--- src/rtl/mem_bus_arbiter.sv ---
// mem_bus_arbiter: round-robin arbiter for the shared 128-bit memory port.
// The ICache and DCache cache controllers share one memory port, with one
// transaction in flight at a time. At the grant edge the winner's request is
// latched, and the completion is routed back to the owner. A sticky watchdog
// flag records any transaction that waited TIMEOUT cycles for memory.
module mem_bus_arbiter #(
  parameter int ADDR_W  = 32,
  parameter int LINE_W  = 128,
  parameter int TIMEOUT = 256
) (
  input  logic              clk,
  input  logic              rst,
  input  logic              icache_req_i,
  input  logic [ADDR_W-1:0] icache_addr_i,
  output logic              icache_ready_o,
  output logic [LINE_W-1:0] icache_data_o,
  input  logic              dcache_req_i,
  input  logic              dcache_we_i,
  input  logic [ADDR_W-1:0] dcache_addr_i,
  input  logic [LINE_W-1:0] dcache_wdata_i,
  output logic              dcache_ready_o,
  output logic [LINE_W-1:0] dcache_data_o,
  output logic              mem_req_o,
  output logic              mem_we_o,
  output logic [ADDR_W-1:0] mem_addr_o,
  output logic [LINE_W-1:0] mem_wdata_o,
  input  logic              mem_ready_i,
  input  logic [LINE_W-1:0] mem_rdata_i,
  output logic [1:0]        grant_o,
  output logic              timeout_o
);

  // The counter must be able to hold TIMEOUT. When the watchdog is disabled,
  // a 1-bit counter is kept so that no declaration has zero width.
  localparam int CNT_W = (TIMEOUT > 0) ? $clog2(TIMEOUT + 1) : 1;
  localparam logic [CNT_W-1:0] TIMEOUT_C = CNT_W'(TIMEOUT);

  typedef enum logic [1:0] {
    IDLE    = 2'b00,
    GRANT_I = 2'b01,
    GRANT_D = 2'b10
  } state_t;

  state_t            r_state;
  logic              r_rr_last_d;   // 1: DCache won the most recent grant
  logic [CNT_W-1:0]  r_wait_cnt;
  logic              r_mem_req;
  logic              r_mem_we;
  logic [ADDR_W-1:0] r_mem_addr;
  logic [LINE_W-1:0] r_mem_wdata;
  logic [1:0]        r_grant;
  logic              r_timeout;

  logic              w_pick_i;
  logic              w_pick_d;
  logic              w_done_i;
  logic              w_done_d;

  // Arbitration choice in IDLE, and completion detection for the current owner.
  always_comb begin
    w_pick_i = icache_req_i && (!dcache_req_i || r_rr_last_d);
    w_pick_d = dcache_req_i && !w_pick_i;
    w_done_i = (r_state == GRANT_I) && mem_ready_i;
    w_done_d = (r_state == GRANT_D) && mem_ready_i;
  end

  // The completion pulse and data are combinational in the mem_ready_i cycle.
  // The data bus is zero for the non-owner and for a DCache write-back.
  always_comb begin
    icache_ready_o = w_done_i;
    dcache_ready_o = w_done_d;
    if (w_done_i) begin
      icache_data_o = mem_rdata_i;
    end else begin
      icache_data_o = {LINE_W{1'b0}};
    end
    if (w_done_d && !r_mem_we) begin
      dcache_data_o = mem_rdata_i;
    end else begin
      dcache_data_o = {LINE_W{1'b0}};
    end
  end

  // Main FSM. It grants the port, latches the transaction, and clears the
  // transaction on completion. It also runs the stall watchdog.
  always_ff @(posedge clk or posedge rst) begin
    if (rst) begin
      r_state     <= IDLE;
      r_rr_last_d <= 1'b1;
      r_wait_cnt  <= {CNT_W{1'b0}};
      r_mem_req   <= 1'b0;
      r_mem_we    <= 1'b0;
      r_mem_addr  <= {ADDR_W{1'b0}};
      r_mem_wdata <= {LINE_W{1'b0}};
      r_grant     <= 2'b00;
      r_timeout   <= 1'b0;
    end else begin
      case (r_state)
        IDLE: begin
          r_wait_cnt <= {CNT_W{1'b0}};
          if (w_pick_i) begin
            r_state     <= GRANT_I;
            r_rr_last_d <= 1'b0;
            r_mem_req   <= 1'b1;
            r_mem_we    <= 1'b0;
            r_mem_addr  <= icache_addr_i;
            r_mem_wdata <= {LINE_W{1'b0}};
            r_grant     <= 2'b01;
          end else if (w_pick_d) begin
            r_state     <= GRANT_D;
            r_rr_last_d <= 1'b1;
            r_mem_req   <= 1'b1;
            r_mem_we    <= dcache_we_i;
            r_mem_addr  <= dcache_addr_i;
            r_mem_wdata <= dcache_we_i ? dcache_wdata_i : {LINE_W{1'b0}};
            r_grant     <= 2'b10;
          end else begin
            r_state <= IDLE;
          end
        end
        GRANT_I, GRANT_D: begin
          if (mem_ready_i) begin
            r_state     <= IDLE;
            r_wait_cnt  <= {CNT_W{1'b0}};
            r_mem_req   <= 1'b0;
            r_mem_we    <= 1'b0;
            r_mem_addr  <= {ADDR_W{1'b0}};
            r_mem_wdata <= {LINE_W{1'b0}};
            r_grant     <= 2'b00;
          end else if ((TIMEOUT > 0) && (r_wait_cnt != TIMEOUT_C)) begin
            // Saturating wait counter. The flag sets on the edge where the
            // counter reaches TIMEOUT, and is never aborted or cleared here.
            r_wait_cnt <= r_wait_cnt + CNT_W'(1);
            if (r_wait_cnt == (TIMEOUT_C - CNT_W'(1))) begin
              r_timeout <= 1'b1;
            end else begin
              r_timeout <= r_timeout;
            end
          end else begin
            r_wait_cnt <= r_wait_cnt;
          end
        end
        default: begin
          r_state     <= IDLE;
          r_wait_cnt  <= {CNT_W{1'b0}};
          r_mem_req   <= 1'b0;
          r_mem_we    <= 1'b0;
          r_mem_addr  <= {ADDR_W{1'b0}};
          r_mem_wdata <= {LINE_W{1'b0}};
          r_grant     <= 2'b00;
        end
      endcase
    end
  end

  assign mem_req_o   = r_mem_req;
  assign mem_we_o    = r_mem_we;
  assign mem_addr_o  = r_mem_addr;
  assign mem_wdata_o = r_mem_wdata;
  assign grant_o     = r_grant;
  assign timeout_o   = r_timeout;

endmodule

--- config.mk ---
export PLATFORM = sky130hd
export DESIGN_NAME = mem_bus_arbiter
export DESIGN_NICKNAME = d
export VERILOG_FILES = /design/src/rtl/mem_bus_arbiter.sv
export SDC_FILE = /design/constraint.sdc
export NUM_CORES = 1
export LEC_CHECK = 0
export CAP_MARGIN = 15
export CORE_AREA = 2 2 288 290
export DETAILED_ROUTE_END_ITERATION = 6
export DIE_AREA = 0 0 290 292
export HOLD_SLACK_MARGIN = 0.02
export PLACE_DENSITY = 0.34
export SYNTH_ARGS = -nofsm -noshare
export SYNTH_HDL_FRONTEND = slang
export SYNTH_SLANG_ARGS = --single-unit
--- constraint.sdc ---
create_clock -name clk -period 7.95 [get_ports clk]
set_clock_uncertainty 0.2 [all_clocks]
set_input_delay 1.59 -clock clk [delete_from_list [all_inputs] [get_ports clk]]
set_output_delay 1.59 -clock clk [all_outputs]
set_load 0.005 [all_outputs]
==> summary.md, run 1 <==
| Metric | Value |
|---|---|
| Final worst hold slack | `0.273 ns` |
| Routed wire per std cell | `22.6 um` |
| Worst min-delay path category | `register to register` |
| Final setup TNS | `0 ns` |
| Largest net degree at the start of global routing | `130` |
| DRC violations left | `0` |
| Syn. warnings | `0` |
| Average cell area after synthesis | `10.2 um2` |
| Fin. max-slew vios | `0` |
| Number of nets at the end of the flow | `1884` |
| Routed wire length | `59600 um` |
| Post-CTS Hold Fix Bufs | `0` |
| Count of vias placed by the detailed router | `9853` |
| Power Total | `4.04 mW` |
| Iteration-0 DRC count of the detailed router | `411` |
| Number of buffers created by CTS | `17` |
| Max stage delay on crit path | `0.76 ns` |
| Sort of element at the start of the critical path | `primary input` |
| Fmax achieved | `180 MHz` |
| Post-route core utilization | `0.221` |
| Clock net sink count | `177` |
| Data arrival time of the critical path | `3.76 ns` |
| Async SR Flop Fraction | `1.00` |
| Total buffers and inverters traversed by the critical path | `3` |
| Post-synthesis register bit count | `177` |
| Critical path's slowest cell | `sky130_fd_sc_hd__nor2b_4` |
| Global-route congestion overflow total | `0` |
| Number of nets still failing antenna checks after routing | `0` |
| Largest vdd supply drop | `0.124 mV` |
| Final HPWL from detailed placement | `47100 um` |
| Maximum Capacitance Violations | `0` |
| Clock period minus worst slack | `5.55 ns` |
| Core region area | `81600 um2` |
| Sequential-to-total area share from yosys stat | `0.499` |
| Ys flop type | `sky130_fd_sc_hd__dfrtp_1` |
| Status | `finished clean` |
| Power Dens Cells | `224 nW/um2` |
| H-tree levels | `4` |
| Endpoint kind of the worst setup timing path | `primary output` |
| Area of the mapped netlist | `8880 um2` |
| Std-Cell Rows | `105` |
| Filler cells | `8885` |
| Antenna violations before repair | `14` |
| Vias in the first global route | `10500` |
| Endpoint required time on the critical path | `6.16 ns` |
| Port Buf Inserts | `748` |
| Total Die Area | `84700 um2` |
| Height of the chip | `292 um` |
| Net count after synthesis | `1199` |
| First-pass detailed-route iteration total | `6` |
| Clock edge transition at the registers on the reported setup and hold paths | `0.06 ns` |
| Number of unique standard cell types used by synthesis | `36` |
| Initial core utilization | `0.109` |
| Clock Root Buffer | `sky130_fd_sc_hd__clkbuf_16` |
| Crit-path cells | `buf_4 > and2_1 > nor2b_4 > buf_12 > and2_1 > clkdlybuf4s50_1` |
| Count of cells resized by post-cts repair | `0` |
| Largest fanout of any net on the critical path | `73` |
| Post-placement cell count | `2603` |
| Clk Latency, worst-skew pair | `0.48 ns` |
| Lkg Pwr | `7.40 nW` |
| Largest delay share family, worst path | `simple AND/OR/NAND/NOR gates` |
| Tightest slew margin relative to the limit | `0.238` |
| Num ports | `749` |
| Count of final setup violators | `0` |
| GRT Util Overall | `0.137` |
| Global-route wire length before repair | `82900 um` |
| Unrepaired setup endpoints after global routing | `no` |
| CTS tree | `yes` |
| Layout Cells excl Fill | `2643` |
| Placer Congestion | `0.867` |
| Proportion of layout cells with a drive suffix above 1 | `0.0383` |
| Routed vias/inst | `3.73` |
| Maximum clock path buffer count | `2` |
| Number of enable-type register cells in the synthesized netlist | `0` |
| Die width | `290 um` |
| Least-Margin Pin Slew | `1.14 ns` |
| Post-synthesis to final-layout area growth | `103%` |
| Final hold violation count | `0` |
| Final clock period utilization by the worst path | `0.698` |
| Instance count of the mapped netlist | `867` |
| Most numerous cell on the critical path | `sky130_fd_sc_hd__and2_1` |
| Type of the worst setup path | `primary input to primary output` |
| Buffers inserted during post-CTS setup optimization | `0` |
==> final timing paths <==
path                                   startpoint  slack, ns  depth (start not counted)                            to
min                         timeout_o$_DFFE_PP0P_       0.27                          1         timeout_o$_DFFE_PP0P_
max in group asynchronous                     rst       4.91                          3    mem_addr_o[26]$_DFFE_PP0P_
min in group asynchronous                     rst       1.46                          2  mem_wdata_o[109]$_DFFE_PP0P_
max reg2reg                r_state[0]$_DFFE_PP0P_       4.09                          8  mem_wdata_o[107]$_DFFE_PP0P_
max                                   mem_ready_i       2.40                          6            dcache_data_o[121]
min reg2reg                 timeout_o$_DFFE_PP0P_       0.27                          1         timeout_o$_DFFE_PP0P_
==> registers in the layout, summed over array words and instances (netlist names) <==
name / cells
timeout_o: 1
r_rr_last_d: 1
r_state: 2
r_wait_cnt: 9
mem_addr_o: 32
mem_we_o: 1
grant_o: 2
mem_req_o: 1
mem_wdata_o: 128
==> area by class of cell <==
type,count,area [um2],area share
multi-input combinational,576,3960,0.220
inverter,12,52.6,0.00292
tap,1070,1340,0.0744
sequential,177,4430,0.246
clock buffer,20,447,0.0248
timing repair buffer,768,7650,0.425
antenna,8,20.0,0.00111
clock inverter,12,101,0.00563
==> cells in the mapped netlist (4+ instances only) <==
cell type,n,share of area
sky130_fd_sc_hd__buf_4,12,0.010
sky130_fd_sc_hd__ha_1,6,0.0085
sky130_fd_sc_hd__a31oi_1,32,0.023
sky130_fd_sc_hd__buf_2,17,0.0096
sky130_fd_sc_hd__nand3_1,38,0.021
sky130_fd_sc_hd__o21ai_0,7,0.0039
sky130_fd_sc_hd__o211ai_1,32,0.027
sky130_fd_sc_hd__buf_6,4,0.0051
sky130_fd_sc_hd__dfrtp_1,176,0.50
sky130_fd_sc_hd__clkbuf_1,69,0.029
sky130_fd_sc_hd__a22o_1,128,0.13
sky130_fd_sc_hd__inv_1,12,0.0051
sky130_fd_sc_hd__and3_1,128,0.090
sky130_fd_sc_hd__a21oi_1,41,0.023
sky130_fd_sc_hd__and2_1,132,0.093
sky130_fd_sc_hd__nand2_1,5,0.0021
==> stage by stage <==
| step | area, um2 | setup WS, ns |
|---|---|---|
| 2_1_floorplan | 8880 | 1.36 |
| 4_1_cts | 18000 | 2.38 |
| 5_1_grt | 18000 | 2.21 |
| 6_report | 18000 | 2.40 |
| 3_3_place_gp | 17400 | 2.43 |
| 3_5_place_dp | 17400 | 2.38 |
==> cells by family after synthesis <==
| group | after synthesis | synth area share |
|---|---|---|
| buffers and inverters | 114 | 0.0590 |
| flip-flops | 177 | 0.499 |
| AND/OR/NAND/NOR | 320 | 0.219 |
| adder cells (fa/ha/maj) | 6 | 0.00845 |
| XOR/XNOR | 2 | 0.00197 |
| AO/OA/AOI/OAI | 248 | 0.212 |
==> power breakdown <==
part           leakage (nW)  total [mW]  switching, mW  internal (mW)
registers              2.37        1.26          0.139           1.12
clock network         0.275       0.843          0.425          0.417
logic                  4.75        1.93          0.933           1.00
total                  7.40        4.04           1.50           2.54
==> layout by cell type (no fill, tap or decap), types with 2 or more instances in the layout <==
master | synthesis | final
sky130_fd_sc_hd__buf_4 | 12 | 20
sky130_fd_sc_hd__a21o_1 | 3 | 3
sky130_fd_sc_hd__a21oi_1 | 41 | 41
sky130_fd_sc_hd__clkinv_4 | 0 | 3
sky130_fd_sc_hd__inv_1 | 12 | 11
sky130_fd_sc_hd__inv_6 | 0 | 3
sky130_fd_sc_hd__nor2_1 | 2 | 2
sky130_fd_sc_hd__and3_1 | 128 | 128
sky130_fd_sc_hd__inv_8 | 0 | 4
sky130_fd_sc_hd__nand3_1 | 38 | 38
sky130_fd_sc_hd__clkdlybuf4s50_1 | 0 | 747
sky130_fd_sc_hd__or3_1 | 3 | 3
sky130_fd_sc_hd__ha_1 | 6 | 5
sky130_fd_sc_hd__and2_1 | 132 | 132
sky130_fd_sc_hd__clkinv_2 | 0 | 3
sky130_fd_sc_hd__dfrtp_1 | 176 | 176
sky130_fd_sc_hd__o21ai_0 | 7 | 7
sky130_fd_sc_hd__clkbuf_1 | 69 | 2
sky130_fd_sc_hd__a31oi_1 | 32 | 32
sky130_fd_sc_hd__diode_2 | 0 | 8
sky130_fd_sc_hd__nand2_1 | 5 | 4
sky130_fd_sc_hd__clkbuf_16 | 0 | 17
sky130_fd_sc_hd__o211ai_1 | 32 | 32
sky130_fd_sc_hd__a22o_1 | 128 | 128
==> layer usage <==
layer  vias up  wire length, um  track usage
li1       4543                -            -
met1      4801            22500        0.149
met2       427            31200        0.246
met3        76             3820       0.0377
met4         6             2100       0.0620
met5         -               38            0
No activity file was read; power rests on OpenSTA's default activity.
==> run 2: changes to the inputs <==
- PLACE_DENSITY: 0.34 -> 0.35
- clock period: 7.95 -> 5 ns (I/O delays scaled with it)
==> run 2 against run 1 <==
Setup slack got worse by 1.7 ns. Die area is the same. Global-route usage fell by 0.82 points. Routed wire length down 5.6%. Sequential power rose by 60%. Critical path type is now register to primary output. Critical endpoint is now icache_data_o[93]. Largest cell class unchanged.
==> summary.md, run 2 (synthesis gave the netlist of run 1 again) <==
| Metric | Value |
|---|---|
| Initial core utilization | `0.109 (unchanged)` |
| Core region area | `81600 um2 (unchanged)` |
| Count of final setup violators | `0 (unchanged)` |
| Placer Congestion | `0.877 (+1.2%)` |
| Final HPWL from detailed placement | `44300 um (-5.8%)` |
| Height of the chip | `292 um (unchanged)` |
| Std-Cell Rows | `105 (unchanged)` |
| Final clock period utilization by the worst path | `0.852` |
| Maximum clock path buffer count | `2 (unchanged)` |
| Routed vias/inst | `3.72 (about the same)` |
| Clock net sink count | `177 (unchanged)` |
| Lkg Pwr | `7.45 nW (+0.69%)` |
| Final hold violation count | `0 (unchanged)` |
| Endpoint required time on the critical path | `3.80 ns (-2.36 ns)` |
| Post-CTS Hold Fix Bufs | `0 (unchanged)` |
| CTS tree | `yes` |
| Max stage delay on crit path | `0.72 ns (-0.04 ns)` |
| DRC violations left | `0 (unchanged)` |
| Clock edge transition at the registers on the reported setup and hold paths | `0.07 ns (about the same)` |
| Critical path's slowest cell | `sky130_fd_sc_hd__ha_4` |
| Sort of element at the start of the critical path | `register` |
| Largest register FFs | `128 (unchanged)` |
| Clock Root Buffer | `sky130_fd_sc_hd__clkbuf_16` |
| Count of vias placed by the detailed router | `9847 (-0.061%)` |
| Most common library cell in the layout ignoring fill and taps | `sky130_fd_sc_hd__clkdlybuf4s50_1` |
| Data arrival time of the critical path | `3.06 ns (-0.70 ns)` |
| Antenna violations before repair | `8 (-6)` |
| Type of the worst setup path | `register to primary output` |
| Launching element of the worst setup path | `r_state[1]$_DFFE_PP0P_` |
| Largest vdd supply drop | `0.216 mV (+75%)` |
| Proportion of layout cells with a drive suffix above 1 | `0.0421 (+0.00373)` |
| Global-route wire length before repair | `79200 um (-4.4%)` |
| Buffers inserted during post-CTS setup optimization | `0 (unchanged)` |
| Number of nets at the end of the flow | `1889 (+0.27%)` |
| GRT Util Overall | `0.128 (-0.00819)` |
| Fin. max-slew vios | `0 (unchanged)` |
| Number of buffers created by CTS | `17 (unchanged)` |
| Unrepaired setup endpoints after global routing | `no` |
| Worst min-delay path startpoint | `mem_wdata_o[78]$_DFFE_PP0P_` |
| Count of cells resized by post-cts repair | `0 (unchanged)` |
| Maximum Capacitance Violations | `0 (unchanged)` |
| Power Total | `6.52 mW (+62%)` |
| Endpoint kind of the worst setup timing path | `primary output` |
| Clk Latency, worst-skew pair | `0.46 ns (-0.02 ns)` |
| Least-Margin Pin Slew | `0.980 ns (-0.163 ns)` |
| Global-route congestion overflow total | `0 (unchanged)` |
| Commonest cells after routing, fill and taps aside | `sky130_fd_sc_hd__clkdlybuf4s50_1, sky130_fd_sc_hd__dfrtp_1, sky130_fd_sc_hd__and2_1, sky130_fd_sc_hd__a22o_1, sky130_fd_sc_hd__and3_1` |
| Number of nets still failing antenna checks after routing | `0 (unchanged)` |
| Fmax achieved | `235 MHz` |
| First-pass detailed-route iteration total | `5 (-1)` |
| Worst min-delay path category | `register to register` |
| Routed wire length | `56300 um (-5.6%)` |
| Die width | `290 um (unchanged)` |
| Num ports | `749 (unchanged)` |
| Post-synthesis to final-layout area growth | `104%` |
| Iteration-0 DRC count of the detailed router | `480 (+17%)` |
| RR Startpoint | `r_state[0]$_DFFE_PP0P_` |
| Status | `finished clean` |
| Port Buf Inserts | `748 (unchanged)` |
| Final setup TNS | `0 ns (unchanged)` |
| H-tree levels | `4 (unchanged)` |
| Routed wire per std cell | `21.3 um (-5.6%)` |
| Tightest slew margin relative to the limit | `0.347 (+0.109)` |
| Largest fanout of any net on the critical path | `98 (+34%)` |
| Total Die Area | `84700 um2 (unchanged)` |
| Filler cells | `8834 (-0.57%)` |
| Clock period minus worst slack | `4.26 ns` |
| Vias in the first global route | `10191 (-2.9%)` |
| Post-route core utilization | `0.222 (+0.00182)` |
| Largest net degree at the start of global routing | `106 (-18%)` |
| Power Dens Cells | `359 nW/um2 (+60%)` |
| Crit-path cells | `inv_1 > ha_4 > buf_4 > and3_1 > clkdlybuf4s50_1` |
-- run 2: cell types whose count changed in the layout (fill, tap and decap cells not counted), moves of 2 or more --
cell,before,now
sky130_fd_sc_hd__clkinv_2,3,1
sky130_fd_sc_hd__diode_2,8,5
sky130_fd_sc_hd__buf_4,20,17
sky130_fd_sc_hd__inv_8,4,1
sky130_fd_sc_hd__buf_12,1,8
sky130_fd_sc_hd__clkbuf_1,2,0
sky130_fd_sc_hd__clkinvlp_4,0,3
-- run 2: cell type report --
class	count	area, um2	share of cell area
diodes	5	12.5	0.000690
well taps	1070	1340	0.0738
inverters	12	48.8	0.00269
repair buffers	773	7780	0.429
clock inverters	12	123	0.00676
multi-input cells	576	3960	0.218
flip-flops and latches	177	4430	0.244
clock buffers	19	453	0.0250
-- run 2: layer usage --
metal	up-vias	wire length, um	GRT usage
met3	58	3300	0.0311
met4	4	1340	0.0473
met5	-	27	0
met1	4838	22500	0.148
li1	4548	-	-
met2	399	29200	0.230
-- run 2: path summary, 6_finish.rpt --
kind / end / slack, ns / depth (start not counted)
setup / recovery: icache_data_o[93] / 0.74 / 5
hold / removal: mem_wdata_o[78]$_DFFE_PP0P_ / 0.30 / 1
setup reg to reg: mem_wdata_o[116]$_DFFE_PP0P_ / 1.35 / 6
hold reg to reg: mem_wdata_o[78]$_DFFE_PP0P_ / 0.30 / 1
max in group asynchronous: mem_addr_o[16]$_DFFE_PP0P_ / 2.83 / 3
min in group asynchronous: mem_wdata_o[5]$_DFFE_PP0P_ / 0.85 / 2
-- run 2: report_power, final --
part / internal [mW] / leakage (nW) / switching (mW)
Clock: 0.722 / 0.279 / 0.684
Sequential: 1.79 / 2.37 / 0.224
Combinational: 1.64 / 4.80 / 1.47
Total: 4.15 / 7.45 / 2.37
-- run 2: worst max-delay path, delay by kind of cell, from the launching register on --
family,cells,cell delay [ns]
AND/OR/NAND/NOR,1,0.21
buffers and inverters,3,1.16
flip-flops,1,0.40
adder cells (fa/ha/maj),1,0.72
-- run 2: stage by stage --
stage                     std cells  hold WS, ns  instance area (um2)  worst slack (ns)
after global placement         2607        0.272                17500             0.853
final                          2644        0.297                18100             0.739
after global routing           2644        0.315                18100             0.480
after CTS                      2638        0.303                18100             0.576
after detailed placement       2607        0.281                17500             0.821
after floorplan                 867        0.266                 8880              1.53
